$ cat src/rtl/exe_stage.sv
// Execute stage: one-hot ALU, MTHI/MTLO, signed MULT, and the EXE->MEM bus.
// Define EXE_FAST_MULT_EN for a single-cycle multiply; otherwise a 33-cycle shift-add FSM is used.
module exe_stage #(
  parameter int ID_EXE_BUS_WIDTH  = 167,
  parameter int EXE_MEM_BUS_WIDTH = 154
) (
  input  logic                         clk,
  input  logic                         reset,
  input  logic                         EXE_valid,
  input  logic [ID_EXE_BUS_WIDTH-1:0]  ID_EXE_bus_r,
  input  logic                         MEM_allowin,
  output logic                         EXE_over,
  output logic [EXE_MEM_BUS_WIDTH-1:0] EXE_MEM_bus,
  output logic [4:0]                   EXE_wdest,
  output logic [31:0]                  EXE_pc
);

  logic        multiply, mthi, mtlo;
  logic [11:0] alu_control;
  logic [31:0] op1, op2;
  logic [3:0]  mem_control;
  logic [31:0] store_data;
  logic        mfhi, mflo, mtc0, mfc0;
  logic [7:0]  cp0r_addr;
  logic        syscall, eret, rf_wen;
  logic [4:0]  rf_wdest;
  logic [31:0] pc;

  assign {multiply, mthi, mtlo, alu_control, op1, op2, mem_control, store_data,
          mfhi, mflo, mtc0, mfc0, cp0r_addr, syscall, eret, rf_wen, rf_wdest, pc} = ID_EXE_bus_r;

  logic [63:0] product_s;
  logic        mult_done_s;

`ifdef EXE_FAST_MULT_EN
  assign product_s   = $signed({{32{op1[31]}}, op1}) * $signed({{32{op2[31]}}, op2});
  assign mult_done_s = 1'b1;
`else
  typedef enum logic [1:0] {S_IDLE, S_BUSY, S_DONE} state_e;

  state_e      state_q, state_d;
  logic [5:0]  cnt_q, cnt_d;
  logic [63:0] acc_q, acc_d;
  logic [32:0] mcand_q, mcand_d;
  logic [32:0] mplr_q, mplr_d;
  logic        sign_q, sign_d;

  // 33-bit magnitude so that 0x80000000 stays exact
  function automatic logic [32:0] abs33(input logic [31:0] v);
    abs33 = v[31] ? (33'd0 - {1'b1, v}) : {1'b0, v};
  endfunction

  always_ff @(posedge clk) begin
    if (reset) begin
      state_q <= S_IDLE;
      cnt_q   <= 6'd0;
      acc_q   <= 64'd0;
      mcand_q <= 33'd0;
      mplr_q  <= 33'd0;
      sign_q  <= 1'b0;
    end else begin
      state_q <= state_d;
      cnt_q   <= cnt_d;
      acc_q   <= acc_d;
      mcand_q <= mcand_d;
      mplr_q  <= mplr_d;
      sign_q  <= sign_d;
    end
  end

  always_comb begin
    state_d = state_q;
    cnt_d   = cnt_q;
    acc_d   = acc_q;
    mcand_d = mcand_q;
    mplr_d  = mplr_q;
    sign_d  = sign_q;
    case (state_q)
      S_IDLE: begin
        if (EXE_valid && multiply) begin
          mcand_d = abs33(op1);
          mplr_d  = abs33(op2);
          sign_d  = op1[31] ^ op2[31];
          acc_d   = 64'd0;
          cnt_d   = 6'd0;
          state_d = S_BUSY;
        end else begin
          state_d = S_IDLE;
        end
      end
      S_BUSY: begin
        // multiplier shifts right; its LSB selects the shifted multiplicand
        if (mplr_q[0]) begin
          acc_d = acc_q + ({31'd0, mcand_q} << cnt_q);
        end else begin
          acc_d = acc_q;
        end
        mplr_d = mplr_q >> 1;
        if (cnt_q == 6'd31) begin
          state_d = S_DONE;
        end else begin
          cnt_d = cnt_q + 6'd1;
        end
      end
      S_DONE: begin
        if (!EXE_valid) begin
          state_d = S_IDLE;
        end else if (EXE_over && MEM_allowin) begin
          state_d = S_IDLE;
        end else begin
          state_d = S_DONE;
        end
      end
      default: state_d = S_IDLE;
    endcase
  end

  assign product_s   = sign_q ? (64'd0 - acc_q) : acc_q;
  assign mult_done_s = (state_q == S_DONE);
`endif

  logic [31:0] alu_res_s;
  logic [4:0]  sa_s;
  assign sa_s = op1[4:0];

  always_comb begin
    alu_res_s = 32'd0;
    if      (alu_control[11]) alu_res_s = op1 + op2;
    else if (alu_control[10]) alu_res_s = op1 - op2;
    else if (alu_control[9])  alu_res_s = {31'd0, ($signed(op1) < $signed(op2))};
    else if (alu_control[8])  alu_res_s = {31'd0, (op1 < op2)};
    else if (alu_control[7])  alu_res_s = op1 & op2;
    else if (alu_control[6])  alu_res_s = ~(op1 | op2);
    else if (alu_control[5])  alu_res_s = op1 | op2;
    else if (alu_control[4])  alu_res_s = op1 ^ op2;
    else if (alu_control[3])  alu_res_s = op2 << sa_s;
    else if (alu_control[2])  alu_res_s = op2 >> sa_s;
    else if (alu_control[1])  alu_res_s = $unsigned($signed(op2) >>> sa_s);
    else if (alu_control[0])  alu_res_s = {op2[15:0], 16'd0};
    else                      alu_res_s = 32'd0;
  end

  logic [31:0] exe_result_s, lo_result_s;
  logic        hi_write_s, lo_write_s;

  always_comb begin
    exe_result_s = alu_res_s;
    lo_result_s  = 32'd0;
    hi_write_s   = mthi;
    lo_write_s   = mtlo;
    if (multiply) begin
      exe_result_s = product_s[63:32];
      lo_result_s  = product_s[31:0];
      hi_write_s   = 1'b1;
      lo_write_s   = 1'b1;
    end else if (mthi) begin
      exe_result_s = op1;
    end else if (mtlo) begin
      exe_result_s = 32'd0;
      lo_result_s  = op1;
    end else begin
      exe_result_s = alu_res_s;
    end
  end

  assign EXE_over    = EXE_valid & ~reset & (~multiply | mult_done_s);
  assign EXE_MEM_bus = {mem_control, store_data, exe_result_s, lo_result_s, hi_write_s, lo_write_s,
                        mfhi, mflo, mtc0, mfc0, cp0r_addr, syscall, eret, rf_wen, rf_wdest, pc};
  assign EXE_wdest   = EXE_valid ? rf_wdest : 5'd0;
  assign EXE_pc      = pc;

endmodule

$ cat config.mk
export PLATFORM = sky130hd
export DESIGN_NAME = exe_stage
export DESIGN_NICKNAME = d
export VERILOG_FILES = /design/src/rtl/exe_stage.sv
export SDC_FILE = /design/constraint.sdc
export NUM_CORES = 1
export LEC_CHECK = 0
export ABC_CLOCK_PERIOD_IN_PS = 15700
export BUFFER_PORTS_ARGS = -buffer_cell sky130_fd_sc_hd__buf_2
export CORE_MARGIN = 1
export CORE_UTILIZATION = 50
export CTS_CLUSTER_SIZE = 16
export DETAILED_ROUTE_END_ITERATION = 7
export PLACE_DENSITY = 0.74
export SYNTH_ARGS = -nofsm -noshare
export SYNTH_HDL_FRONTEND = slang
export SYNTH_SLANG_ARGS = --single-unit
$ cat constraint.sdc
create_clock -name clk -period 15.7 [get_ports clk]
set_clock_uncertainty 0.15 [all_clocks]
set_input_delay 3.14 -clock clk [delete_from_list [all_inputs] [get_ports clk]]
set_output_delay 3.14 -clock clk [all_outputs]
set_load 0.05 [all_outputs]
==> out/qor.csv <==
metric,value,unit
status,finished clean,
Max-cap violations,0,
via count,28000,
pre-CTS setup slack,4.52,ns
WL final,112,mm
I/O pin cnt,363,
total grt overflow,0,
critical path arrival,8.18,ns
Initial Util,50.6,%
fin crit share,73.0,%
clk slew on worst S/H paths,0.06,ns
Vias per Instance,7.16,
ys flop type,dfxtp_1,
die height,224,um
Worst setup EP type,primary output,
Post-route DRC,0,
Post-synth EDFFs,0,
initial drt markers,4612,
Post-CTS Hold Fix Bufs,0,
Final Max Tran Viols,0,
Mapped Area,24700,um2
gpl congestion,1.08,
Worst R2R Path Depth,16,
Crit Reg-Reg Startpoint,cnt_q[0],
min Tclk post-route,11.47,ns
Max Clk Rate,87.2,MHz
Port Buffers,164,
Die Footprint,50300,um2
largest net degree at the start of global routing,71,
routed len/inst,28.6,um
HP Class,reg -> reg,
core area,48800,um2
Yosys top cell area share,11.3,%
register area share after synthesis,11.3,%
critical-path cell list,buf_2 -> buf_4 -> clkinv_1 -> buf_4 -> ha_1 -> a21o_1 -> a221oi_1 -> o221ai_1 -> nand4_1 -> a31oi_1 -> o21ai_0 -> nand3_1 -> o211ai_1 -> a32oi_1 -> o21ai_0 -> buf_2,
buffer count from post-CTS setup fixing,0,
slew margin rel.,6.49,%
fraction of layout instances using a drive strength above 1,12.4,%
CTS tree,yes,
synth top area cells,"dfxtp_1 11%, ha_1 8.3%, mux4_2 7.4%",
total power,0.00151,W
vias in the first global route,24800,
drt first pass iters,6,
Global Route Usage Sum,43.0,%
worst setup margin,4.23,ns
post-synthesis async set-or-reset flop share,0,%
die width,224,um
Fin Setup TNS,0,ns
hold path start,mplr_q[32],
post-cts resize count,0,
# fillers,5002,
Fin. Hold Viols,0,
Post-Synthesis Cells,3417,
Max VDD drop,71.6,uV
H-tree level count,4,
clk_lat worst skew,0.46,ns
reg2reg end,acc_q[48],
Post-DP HPWL,83.2,mm
synth unique cells,92,
clock sinks,139,
Syn. warnings,0,
worst slew pin tran,1.39,ns
first-pass GRT wire length,163,mm
antenna violations before repair,6,
Max Fanout on Critical Path,68,
CP Buf/Inv Count,5,
Worst Hold Margin,0.323,ns
area growth from synthesis to layout,2.33,%
max incr delay on CP,0.63,ns
kind of critical path,in -> out,
Synth Area per Inst,7.23,um2
Pleak,10.3,nW
pwr dens,59.8,nW/um2
"Endpoint, Worst Hold",mplr_q[31],
number of synthesized register bits,139,
setup violators final,0,
"Req. time, crit path",12.41,ns
family with the most delay on the worst path,compound AO/OA/AOI/OAI gates,
fin nets,3566,
"reg-to-reg slack, setup",9.61,ns
Final ANT Viol Nets,0,
RSZ-0062 raised after global routing,false,
Setup crit start kind,primary input,
Max clock buf depth,2,
critical path's slowest cell,buf_4,
post-synth net total,3754,
CTS buffer count,17,
largest area contributor in the netlist,dfxtp_1,
WHS Path Cells,2,
Root Buffer,clkbuf_16,
row count,81,
flip-flops by register name (all words and copies together), names as in the netlist:
signal / count
acc_q: 64
cnt_q: 6
mcand_q: 33
mplr_q: 33
sign_q: 1
state_q: 2
kinds of logic after synthesis:
group	synth area share [%]
multiplexers	12.5
AND/OR/NAND/NOR	18.3
flip-flops	11.3
buffers and inverters	10.3
XOR/XNOR	6.88
AO/OA/AOI/OAI	32.2
adder cells (fa/ha/maj)	8.50
cells in the mapped netlist (30+ instances only):
| cell | number |
|---|---|
| o31ai_1 | 49 |
| buf_4 | 122 |
| a22oi_1 | 81 |
| nand2_1 | 324 |
| nor3_1 | 64 |
| or3_1 | 30 |
| a21oi_1 | 270 |
| a21o_1 | 57 |
| mux4_2 | 81 |
| ha_1 | 163 |
| buf_1 | 35 |
| clkbuf_1 | 237 |
| dfxtp_1 | 139 |
| mux2i_1 | 96 |
| o21ai_0 | 259 |
| inv_1 | 138 |
| xnor2_1 | 150 |
| a31oi_1 | 36 |
| xor2_1 | 44 |
| a221oi_1 | 32 |
| nor2_1 | 289 |
| o22ai_1 | 37 |
| a22o_1 | 47 |
| a211oi_1 | 71 |
| o211ai_1 | 40 |
| nand3_1 | 60 |
cell type report:
class	count	area [um2]	share of cell area, %
antenna	2	5.00	0.0198
clock buffer	18	439	1.74
clock inverter	14	189	0.747
inverter	142	533	2.11
multi-input combinational	2730	19400	76.8
sequential	139	2790	11.0
tap	664	831	3.29
timing repair buffer	199	1090	4.31
tightest hold or removal path: cells and delay by family, from the launching register on:
family / cells / cell delay, ns
AOI/OAI and AO/OA: 1 / 0.06
DFF: 1 / 0.31
and+or+nand+nor: 1 / 0.05
metrics by stage:
stage / instance area [um2] / cells / util, %
2_1_floorplan: 24700 / 3417 / -
3_3_place_gp: 24700 / 3874 / 50.5
3_5_place_dp: 24700 / 3874 / 50.5
4_1_cts: 25300 / 3906 / 51.8
5_1_grt: 25300 / 3906 / 51.8
6_report: 25300 / 3908 / 51.8
per-layer routing:
metal / up-vias / wire length (um) / global-route usage (%)
li1: 12200 / - / -
met1: 13200 / 44000 / 58.8
met2: 2204 / 44700 / 60.3
met3: 403 / 17000 / 14.0
met4: 4 / 6270 / 20.4
met5: - / 25 / 0
layout by cell type, fill, tap and decap left out, types with 24 or more instances in the layout:
master,n
a211oi_1,71
o221ai_1,28
ha_1,163
mux4_2,81
a21o_1,57
buf_2,161
o31ai_1,49
inv_1,137
a22oi_1,81
nand2_1,324
mux2i_1,96
buf_4,38
o21ai_0,259
nand4_1,28
nor3_1,63
xnor2_1,150
o211ai_1,40
a22o_1,47
nand3_1,60
or3_1,30
nor2_1,286
and2_1,28
a221oi_1,32
a31oi_1,36
dfxtp_1,135
nor2b_1,24
o22ai_1,37
a21oi_1,270
xor2_1,44
report_power, final:
part	switching, W	internal [W]
sequential	0.0000191	0.000365
clock	0.000183	0.000258
combinational	0.000469	0.000219
total	0.000671	0.000842
how the worst max path moves through the flow:
stage | startpoint | to | slack (ns) | cells after the start
after CTS | ID_EXE_bus_r[124] | EXE_MEM_bus[102] | 4.52 | 16
after detailed placement | ID_EXE_bus_r[124] | EXE_MEM_bus[102] | 4.52 | 16
after global routing | ID_EXE_bus_r[124] | EXE_MEM_bus[112] | 4.14 | 16
final | ID_EXE_bus_r[124] | EXE_MEM_bus[112] | 4.23 | 16
after floorplan | ID_EXE_bus_r[122] | EXE_MEM_bus[114] | 4.45 | 17
after global placement | ID_EXE_bus_r[124] | EXE_MEM_bus[102] | 4.56 | 16
Note: power is estimated with default switching activity, not from simulation.
